===== src/rtl/swd_frame_sequencer.sv =====
// ---------------------------------------------------------------------------
// swd_frame_sequencer
//
// Host-side SWD frame sequencer. It drives the sck/mosi/rst_n/rnw/
// output_enable_n inputs of swd_frontend_top. Each accepted start pulse
// produces one SWD transaction:
//   ARM   : fe_rst_n held low for ARM_CYCLES full sck periods.
//   SHIFT : a 48-bit frame at a sck half-period of DIV clk cycles.
//   DONE  : a one-cycle done pulse with the captured results.
//
// Configuration macro:
//   SWD_SEQ_WAIT_RETRY_EN - when defined, a WAIT ack (3'b010) re-arms and
//                           repeats the same transaction up to MAX_RETRY
//                           times before reporting done.
//
// Ports:
//   clk, rst          system clock, synchronous active-high reset
//   start             one-cycle request, accepted only while busy=0
//   req[7:0]          SWD request byte, sent LSB first
//   wdata[31:0]       write data, sent LSB first
//   busy, done        transaction in progress / one-cycle completion pulse
//   ack[2:0]          captured ACK, first received bit in ack[0]
//   rdata[31:0]       captured read data
//   rd_parity_err     read parity mismatch
//   sck, mosi, miso   serial link to the frontend
//   fe_rst_n          frontend reset (low during ARM)
//   rnw               latched req[2]
//   output_enable_n   0 while busy, else 1
// ---------------------------------------------------------------------------
module swd_frame_sequencer #(
  parameter int unsigned DIV        = 2,
  parameter int unsigned ARM_CYCLES = 1,
  parameter int unsigned MAX_RETRY  = 3
) (
  input  logic        clk,
  input  logic        rst,
  input  logic        start,
  input  logic [7:0]  req,
  input  logic [31:0] wdata,
  output logic        busy,
  output logic        done,
  output logic [2:0]  ack,
  output logic [31:0] rdata,
  output logic        rd_parity_err,
  output logic        sck,
  output logic        mosi,
  input  logic        miso,
  output logic        fe_rst_n,
  output logic        rnw,
  output logic        output_enable_n
);

  localparam int unsigned DW = (DIV > 1) ? $clog2(DIV) : 1;
  localparam int unsigned AW = (ARM_CYCLES > 1) ? $clog2(ARM_CYCLES) : 1;
  localparam logic [DW-1:0] DIV_LAST = DW'(DIV - 1);
  localparam logic [AW-1:0] ARM_LAST = AW'(ARM_CYCLES - 1);

  localparam logic [5:0] K_TURN  = 6'd14;  // first bit after the ACK
  localparam logic [5:0] K_RLAST = 6'd45;  // last read data bit
  localparam logic [5:0] K_RPAR  = 6'd46;  // read parity bit
  localparam logic [5:0] K_LAST  = 6'd47;  // last bit of a full frame
  localparam logic [2:0] ACK_OK   = 3'b001;
  localparam logic [2:0] ACK_WAIT = 3'b010;

  typedef enum logic [1:0] {
    S_IDLE  = 2'd0,
    S_ARM   = 2'd1,
    S_SHIFT = 2'd2,
    S_DONE  = 2'd3
  } state_t;

  state_t          state;
  state_t          state_nxt;
  logic [DW-1:0]   div_cnt;
  logic [AW-1:0]   arm_cnt;
  logic [5:0]      bit_k;
  logic [7:0]      req_l;
  logic [31:0]     wdata_l;
  logic            wparity;
  logic            tick;
  logic            fall;
  logic            retry_ok;

  // mosi value for bit k of the frame being sent.
  function automatic logic frame_bit(input logic [5:0]  k,
                                     input logic [7:0]  r,
                                     input logic [31:0] w,
                                     input logic        wp);
    logic b;
    b = 1'b0;
    if (k >= 6'd2 && k <= 6'd9) begin
      b = r[k[2:0] - 3'd2];
    end else if (!r[2] && k >= 6'd15 && k <= 6'd46) begin
      b = w[k[4:0] - 5'd15];
    end else if (!r[2] && k == K_LAST) begin
      b = wp;
    end else begin
      b = 1'b0;
    end
    return b;
  endfunction

  // tick marks the last clk cycle of an sck half-period; fall is a high->low edge.
  assign tick = (div_cnt == DIV_LAST);
  assign fall = tick & sck;
  assign rnw  = req_l[2];

`ifdef SWD_SEQ_WAIT_RETRY_EN
  localparam int unsigned RW = (MAX_RETRY > 0) ? $clog2(MAX_RETRY + 1) : 1;
  logic [RW-1:0] retry_cnt;

  assign retry_ok = (ack == ACK_WAIT) && (retry_cnt < RW'(MAX_RETRY));

  // Retry counter: cleared per accepted start, bumped on every re-arm.
  always_ff @(posedge clk) begin
    if (rst) begin
      retry_cnt <= '0;
    end else if (state == S_IDLE && start) begin
      retry_cnt <= '0;
    end else if (state == S_SHIFT && state_nxt == S_ARM) begin
      retry_cnt <= retry_cnt + 1'b1;
    end
  end
`else
  assign retry_ok = 1'b0;
`endif

  // State register.
  always_ff @(posedge clk) begin
    if (rst) begin
      state <= S_IDLE;
    end else begin
      state <= state_nxt;
    end
  end

  // Next-state logic; frame end is decided on sck falling edges.
  always_comb begin
    state_nxt = state;
    case (state)
      S_IDLE: begin
        if (start) state_nxt = S_ARM;
        else       state_nxt = S_IDLE;
      end
      S_ARM: begin
        if (fall && arm_cnt == ARM_LAST) state_nxt = S_SHIFT;
        else                             state_nxt = S_ARM;
      end
      S_SHIFT: begin
        if (fall && bit_k == K_LAST) begin
          state_nxt = S_DONE;
        end else if (fall && bit_k == K_TURN && ack != ACK_OK) begin
          state_nxt = retry_ok ? S_ARM : S_DONE;
        end else begin
          state_nxt = S_SHIFT;
        end
      end
      S_DONE:  state_nxt = S_IDLE;
      default: state_nxt = S_IDLE;
    endcase
  end

  // State-decoded status outputs; busy drops in the cycle done is high.
  always_comb begin
    busy = 1'b0;
    done = 1'b0;
    case (state)
      S_ARM, S_SHIFT: busy = 1'b1;
      S_DONE:         done = 1'b1;
      default: begin
        busy = 1'b0;
        done = 1'b0;
      end
    endcase
    output_enable_n = ~busy;
  end

  // Datapath: sck divider, bit counter, mosi serialiser and miso capture.
  always_ff @(posedge clk) begin
    if (rst) begin
      div_cnt       <= '0;
      arm_cnt       <= '0;
      bit_k         <= 6'd0;
      req_l         <= 8'd0;
      wdata_l       <= 32'd0;
      wparity       <= 1'b0;
      ack           <= 3'd0;
      rdata         <= 32'd0;
      rd_parity_err <= 1'b0;
      sck           <= 1'b0;
      mosi          <= 1'b0;
      fe_rst_n      <= 1'b0;
    end else begin
      case (state)
        S_IDLE: begin
          if (start) begin
            req_l         <= req;
            wdata_l       <= wdata;
            wparity       <= ^wdata;
            ack           <= 3'd0;
            rdata         <= 32'd0;
            rd_parity_err <= 1'b0;
            div_cnt       <= '0;
            arm_cnt       <= '0;
            sck           <= 1'b0;
            mosi          <= 1'b0;
            fe_rst_n      <= 1'b0;
          end
        end
        S_ARM: begin
          div_cnt <= tick ? '0 : div_cnt + 1'b1;
          if (tick) sck <= ~sck;
          if (fall) begin
            if (arm_cnt == ARM_LAST) begin
              // Release the frontend while sck is low; bit 0 follows.
              fe_rst_n <= 1'b1;
              bit_k    <= 6'd0;
              mosi     <= frame_bit(6'd0, req_l, wdata_l, wparity);
            end else begin
              arm_cnt <= arm_cnt + 1'b1;
            end
          end
        end
        S_SHIFT: begin
          div_cnt <= tick ? '0 : div_cnt + 1'b1;
          if (tick) sck <= ~sck;
          if (fall) begin
            case (bit_k)
              6'd11: ack[0] <= miso;
              6'd12: ack[1] <= miso;
              6'd13: ack[2] <= miso;
              K_RPAR: begin
                if (req_l[2]) rd_parity_err <= miso ^ (^rdata);
              end
              default: begin
                // Read data shifts in LSB first, only after an OK ack.
                if (req_l[2] && ack == ACK_OK && bit_k >= K_TURN && bit_k <= K_RLAST) begin
                  rdata <= {miso, rdata[31:1]};
                end
              end
            endcase
            bit_k <= bit_k + 6'd1;
            if (state_nxt == S_SHIFT) begin
              mosi <= frame_bit(bit_k + 6'd1, req_l, wdata_l, wparity);
            end else begin
              mosi <= 1'b0;
            end
            if (state_nxt == S_ARM) begin
              fe_rst_n <= 1'b0;
              arm_cnt  <= '0;
            end
          end
        end
        default: begin
          sck  <= 1'b0;
          mosi <= 1'b0;
        end
      endcase
    end
  end

endmodule


===== config.mk =====
export PLATFORM = sky130hd
export DESIGN_NAME = swd_frame_sequencer
export DESIGN_NICKNAME = d
export VERILOG_FILES = /design/src/rtl/swd_frame_sequencer.sv
export SDC_FILE = /design/constraint.sdc
export NUM_CORES = 1
export LEC_CHECK = 0
export CORE_MARGIN = 2
export CORE_UTILIZATION = 57
export CTS_CLUSTER_DIAMETER = 30
export CTS_CLUSTER_SIZE = 20
export DETAILED_ROUTE_END_ITERATION = 10
export PLACE_DENSITY = 0.95
export SLEW_MARGIN = 5
export SYNTH_ARGS = -nofsm -noshare
export SYNTH_HDL_FRONTEND = slang
export SYNTH_SLANG_ARGS = --single-unit

===== constraint.sdc =====
create_clock -name clk -period 7.7 [get_ports clk]
set_input_delay 0.77 -clock clk [delete_from_list [all_inputs] [get_ports clk]]
set_output_delay 0.77 -clock clk [all_outputs]
set_load 0.05 [all_outputs]

Word level (Yosys, flattened, before mapping)
Cells that the tools add are included.
{ "classes": {"add_sub_neg": 5, "order_cmp": 8, "eq_ne": 27, "mux": 51, "bitwise_logic": 5, "reduce_logical": 33} }
{ "op_table": {"columns": ["operator", "n"], "rows": [
  ["32-bit two-way mux", 4],
  ["32-bit one-hot mux with 2 select lines", 1],
  ["32-bit XOR reduction", 2],
  ["1-bit two-way mux", 29],
  ["6-bit by 4-bit == test with 1-bit output, second input constant", 4],
  ["4-bit AND reduction", 5],
  ["6-bit == test, second input constant", 3],
  ["6-bit two-way mux", 3],
  ["2-bit != test, second input constant", 8],
  ["5-bit AND reduction", 3],
  ["6-bit by 4-bit greater-or-equal comparator with 1-bit output, second input constant", 2],
  ["6-bit <= comparator, second input constant", 2],
  ["6-bit one-hot mux with 2 select lines", 1],
  ["1-bit logical AND", 11],
  ["2-bit by 1-bit != test with 1-bit output, second input constant", 5],
  ["1-bit one-hot mux with 3 select lines", 3],
  ["2-bit one-hot mux with 4 select lines", 1],
  ["6-bit by 1-bit adder with 6-bit output, second input constant", 1],
  ["2-bit == test, second input constant", 3],
  ["6-bit by 2-bit greater-or-equal comparator with 1-bit output, second input constant", 1],
  ["6-bit by 4-bit <= comparator with 1-bit output, second input constant", 1],
  ["5-bit by 6-bit less-than comparator with 1-bit output, second input constant", 1],
  ["3-bit two-way mux", 2],
  ["1-bit one-hot mux with 2 select lines", 3],
  ["other kinds (22)", 30]
]} }
{ "totals": {"reg_bits": 90, "input_bits": 44, "out_inout_bits": 43, "elab_cells": 144} }

Logic depth before layout (Yosys ltp)
{ "logic_depth": {"ltp_word": 10, "ltp_mapped": 10, "depth_no_buf": 9} }

Worst setup path before layout
Ideal clock, no wire load.
{ "synth_path": {"path_type": "reg2reg", "from": "reg bit_k[1]", "to": "reg mosi", "setup_time_ns": 0.122, "t_arrival_ns": 2.366, "t_required_ns": 7.578, "setup_slack_ns": 5.212, "stages_incl_launch_ff": 11, "path_buffers": 2, "period_less_slack_ns": 2.488, "cell_sequence": "dfxtp_1 clkbuf_1 inv_1 ha_1 or2_1 clkbuf_1 mux4_2 or2_1 o221a_1 o31ai_1 o21ai_1"} }
{ "synth_between": {"elab_chain_cells": 10, "word_cells_on_any_way": 31, "classes_between": "3 x add/sub; 4 x order compare; 4 x eq/ne; 13 x mux; 7 x reduce/logical"} }
{ "synth_rtl": {"columns": ["item", "line", "source"], "rows": [
  ["from (decl)", "76", "logic [5:0] bit_k;"],
  ["from (signal assigned)", "242", "bit_k <= bit_k + 6'd1;"],
  ["branches (longest 7 deep; another with 6-bit by 1-bit adder with 6-bit output)", null, null],
  ["1-bit two-way mux *", "243", "if (state_nxt == S_SHIFT) begin"],
  ["1-bit two-way mux *", "227", "if (fall) begin"],
  ["1-bit one-hot mux with 3 select lines *", "194", "case (state)"],
  ["to (signal assigned)", "218", "mosi <= frame_bit(6'd0, req_l, wdata_l, wparity);"],
  ["to (signal assigned)", "244", "mosi <= frame_bit(bit_k + 6'd1, req_l, wdata_l, wparity);"],
  ["to (decl)", "46", "output logic mosi,"]
]} }
Mark *: on every way between the ends. The select of a mux whose other input is x is not followed.
A chain may end at the register's enable or synchronous reset.

Worst setup path in the final report
{ "layout_path": {"from": "reg bit_k[0]", "to": "reg mosi"} }
Same word-level chain as after synthesis.

==> flow_metrics.tcl <==
set metrics [dict create \
    rsz0062_at_grt "false" \
    finalSetupTns_ns 0 \
    crit_path_max_fanout 15 \
    rr_startpoint "bit_k[0]" \
    post_dp_cell_area_mm2 0.00572 \
    register_area_mm2 0.00178 \
    vias 4415 \
    htreeDepth 3 \
    drt_iter0_drc 394 \
    route.detailed.drc 0 \
    cts_inserted_buffers 9 \
    fmax_mhz 306 \
    vias_per_cell 5.87 \
    power.net_switching_w 0.000273 \
    core.rowCount 33 \
    p_sw_frac 0.262 \
    slew_viol_final 0 \
    cts_tree "yes" \
    diodes 0 \
    gp_congestion 0.891 \
    die_x_um 96.4 \
    pwr-share-seq 0.467 \
    wl_per_cell_um 16.7 \
    final_period_minus_worst_setup_slack_ns 3.27 \
    nNetsFinal 698 \
    async_flop_share 0 \
    ys_seq_area_frac 0.366 \
    syn_area_mm2 0.00487 \
    final.period_utilization 0.425 \
    design_area_mm2 0.00597 \
    worstSetupPathType "flop to flop" \
    clkPwrFrac 0.381 \
    die_height_um 96.4 \
    syn_to_final_growth_pct 22.7 \
    synth.distinct_cells 59 \
    rr_worst_depth 8 \
    cts.sinks 89 \
    ios 87 \
    clk_latency_ns 0.37 \
    dieArea_mm2 0.00929 \
    core-area_mm2 0.00826 \
    layout-drive-gt1-share 0.0526 \
    grt_start_max_net_pins 92 \
    post_cts_resized 0 \
    syn_nets 640 \
    portBuffers 86 \
    wl_um 12500 \
    endpoint "mosi" \
    combPwrFrac 0.152 \
    critPathRequiredTime_ns 7.95 \
    synth_edf_count 0 \
    cap_violations 0 \
    relSlewSlack 0.139 \
    powerDensity_mw_per_mm2 175 \
    num-fill-cells 567 \
    timing.rr.end "mosi" \
    peakVddDrop_mv 0.103 \
    setup_violations 0 \
    ctsHoldBuffers 0 \
    antenna_found_initial 0 \
    drtAntennaViolNets 0 \
    start_util 0.589 \
    synthCells 584 \
    p_int_w 0.000771 \
    yosysWarnings 0 \
    crit_start "bit_k[0]" \
    hp-class "flop to flop" \
    skew_ns 0.0119 \
    hold_viol 0 \
    cp.arrival_ns 3.52 \
    grt_overflow 0 \
    reg2reg_slack_ns 4.43 \
    startpoint_type "flop" \
    p_leak_nw 2.12 \
    multi_input_area_mm2 0.00290 \
    clock-root-buffer "clkbuf_8" \
    synthFlopType "dfxtp_1" \
    grt_pass1_vias 4279 \
    grt_usage 0.279 \
    end_kind "flop" \
    ys_ff_latch 89 \
    ctsLongestPathBuffers 2 \
    dr.pass1.iters 5 \
    post_cts_buffers 0 \
    grt_first_pass_wirelength_um 20000 \
    status "finished, final reports clean" \
    worst_pin_slew_ns 1.29 \
    cts.clk_slew.worst_paths_ns 0.09 \
    hpwl_um 8350 \
    syn_avg_cell_area_um2 8.33 \
]
## synthesized netlist by cell type (2+ instances only)
master	instances	area share
nand2_1	90	0.069
dfxtp_1	89	0.37
a21oi_1	83	0.085
xnor2_1	55	0.099
clkbuf_1	40	0.031
nand3_1	37	0.038
nand2b_1	34	0.044
nor2_1	20	0.015
xor2_1	13	0.023
ha_1	12	0.031
mux2i_1	10	0.021
o21ai_0	10	0.010
inv_1	8	0.0062
mux4_2	6	0.028
nor3_1	5	0.0051
a21boi_0	4	0.0062
a22oi_1	4	0.0062
a21o_1	3	0.0046
nand4_1	3	0.0039
nor2b_1	3	0.0039
nor4_1	3	0.0039
o21a_1	3	0.0046
a31oi_1	2	0.0026
and3_1	2	0.0026
and3b_1	2	0.0036
and4b_1	2	0.0041
mux2_2	2	0.0046
mux4_1	2	0.011
nor3b_1	2	0.0031
nor4bb_1	2	0.0041
o211ai_1	2	0.0031
o31ai_1	2	0.0031
or2_1	2	0.0026
xnor3_1	2	0.0093
## layer usage
layer	share of wire	track usage	vias up
met1	0.40	0.345	2061
met4	0.038	0.146	0
met2	0.50	0.466	200
li1	-	-	2111
met5	0	0	-
met3	0.062	0.0465	43
## metrics by stage
stage	power, W	hold slack [ns]	setup WS, ns	instances	util
after CTS	0.00104	0.466	4.48	752	0.723
final	0.00104	0.462	4.43	752	0.723
after floorplan	0.000601	0.432	5.21	584	-
after global placement	0.000646	0.444	4.63	736	0.693
after global routing	0.00108	0.483	4.21	752	0.723
after detailed placement	0.000653	0.453	4.52	736	0.693
## power groups by stage
stage | logic, W | clock network [W] | registers, W
after floorplan | 0.000107 | 0 | 0.000494
after global placement | 0.000150 | 0 | 0.000496
after detailed placement | 0.000156 | 0 | 0.000497
after CTS | 0.000158 | 0.000397 | 0.000487
after global routing | 0.000171 | 0.000418 | 0.000489
final | 0.000158 | 0.000398 | 0.000488
## worst min-delay path by stage
stage | start | to | slack [ns] | cells past startpoint
floorplan | wdata_l[4] | wdata_l[4] | 0.43 | 2
global placement | req_l[4] | req_l[4] | 0.44 | 2
detailed placement | req_l[5] | req_l[5] | 0.45 | 2
CTS | req_l[3] | req_l[3] | 0.47 | 2
global route | req_l[3] | req_l[3] | 0.48 | 2
finish | wdata_l[16] | wdata_l[16] | 0.46 | 2
## flip-flops by register name, summed over array words and instances, names as in the netlist
name           flops
rdata             32
wdata_l           32
req_l              8
bit_k              6
ack                3
state              2
div_cnt            1
fe_rst_n           1
mosi               1
rd_parity_err      1
sck                1
wparity            1
## area by class of cell
type / instances / area share
timing repair buffer: 89 / 0.147
inverter: 9 / 0.00566
sequential: 89 / 0.298
clock buffer: 9 / 0.0207
tap: 105 / 0.0220
multi-input combinational: 444 / 0.485
clock inverter: 7 / 0.0210
## worst max-delay path, stage by stage (launching register included)
cell and delay [ns]:
dfxtp_1 0.70, inv_2 0.27, ha_1 0.35, xnor3_1 0.62
mux4_1 0.37, mux2_2 0.28, o221a_1 0.24, o31ai_1 0.24
o21ai_1 0.09
## cells in the final DEF (no fill, tap or decap), types with 4 or more instances in the layout
| cell type | n |
|---|---|
| ha_1 | 12 |
| a21boi_0 | 4 |
| clkbuf_8 | 9 |
| xor2_1 | 13 |
| nor3_1 | 5 |
| o21ai_0 | 10 |
| xnor2_1 | 55 |
| mux4_2 | 6 |
| nand2b_1 | 34 |
| nand3_1 | 37 |
| nor2_1 | 20 |
| a22oi_1 | 4 |
| mux2i_1 | 10 |
| nand2_1 | 90 |
| inv_1 | 8 |
| dfxtp_1 | 89 |
| clkdlybuf4s50_1 | 85 |
| a21oi_1 | 82 |
## logic make-up after synthesis
kind of cell / after synthesis / synth area share
XOR/XNOR: 70 / 0.132
flip-flops: 89 / 0.366
multiplexers: 20 / 0.0638
buffers and inverters: 51 / 0.0409
adder cells (fa/ha/maj): 12 / 0.0309
AND/OR/NAND/NOR: 214 / 0.214
AO/OA/AOI/OAI: 128 / 0.152
(Power assumes the default switching activity.)
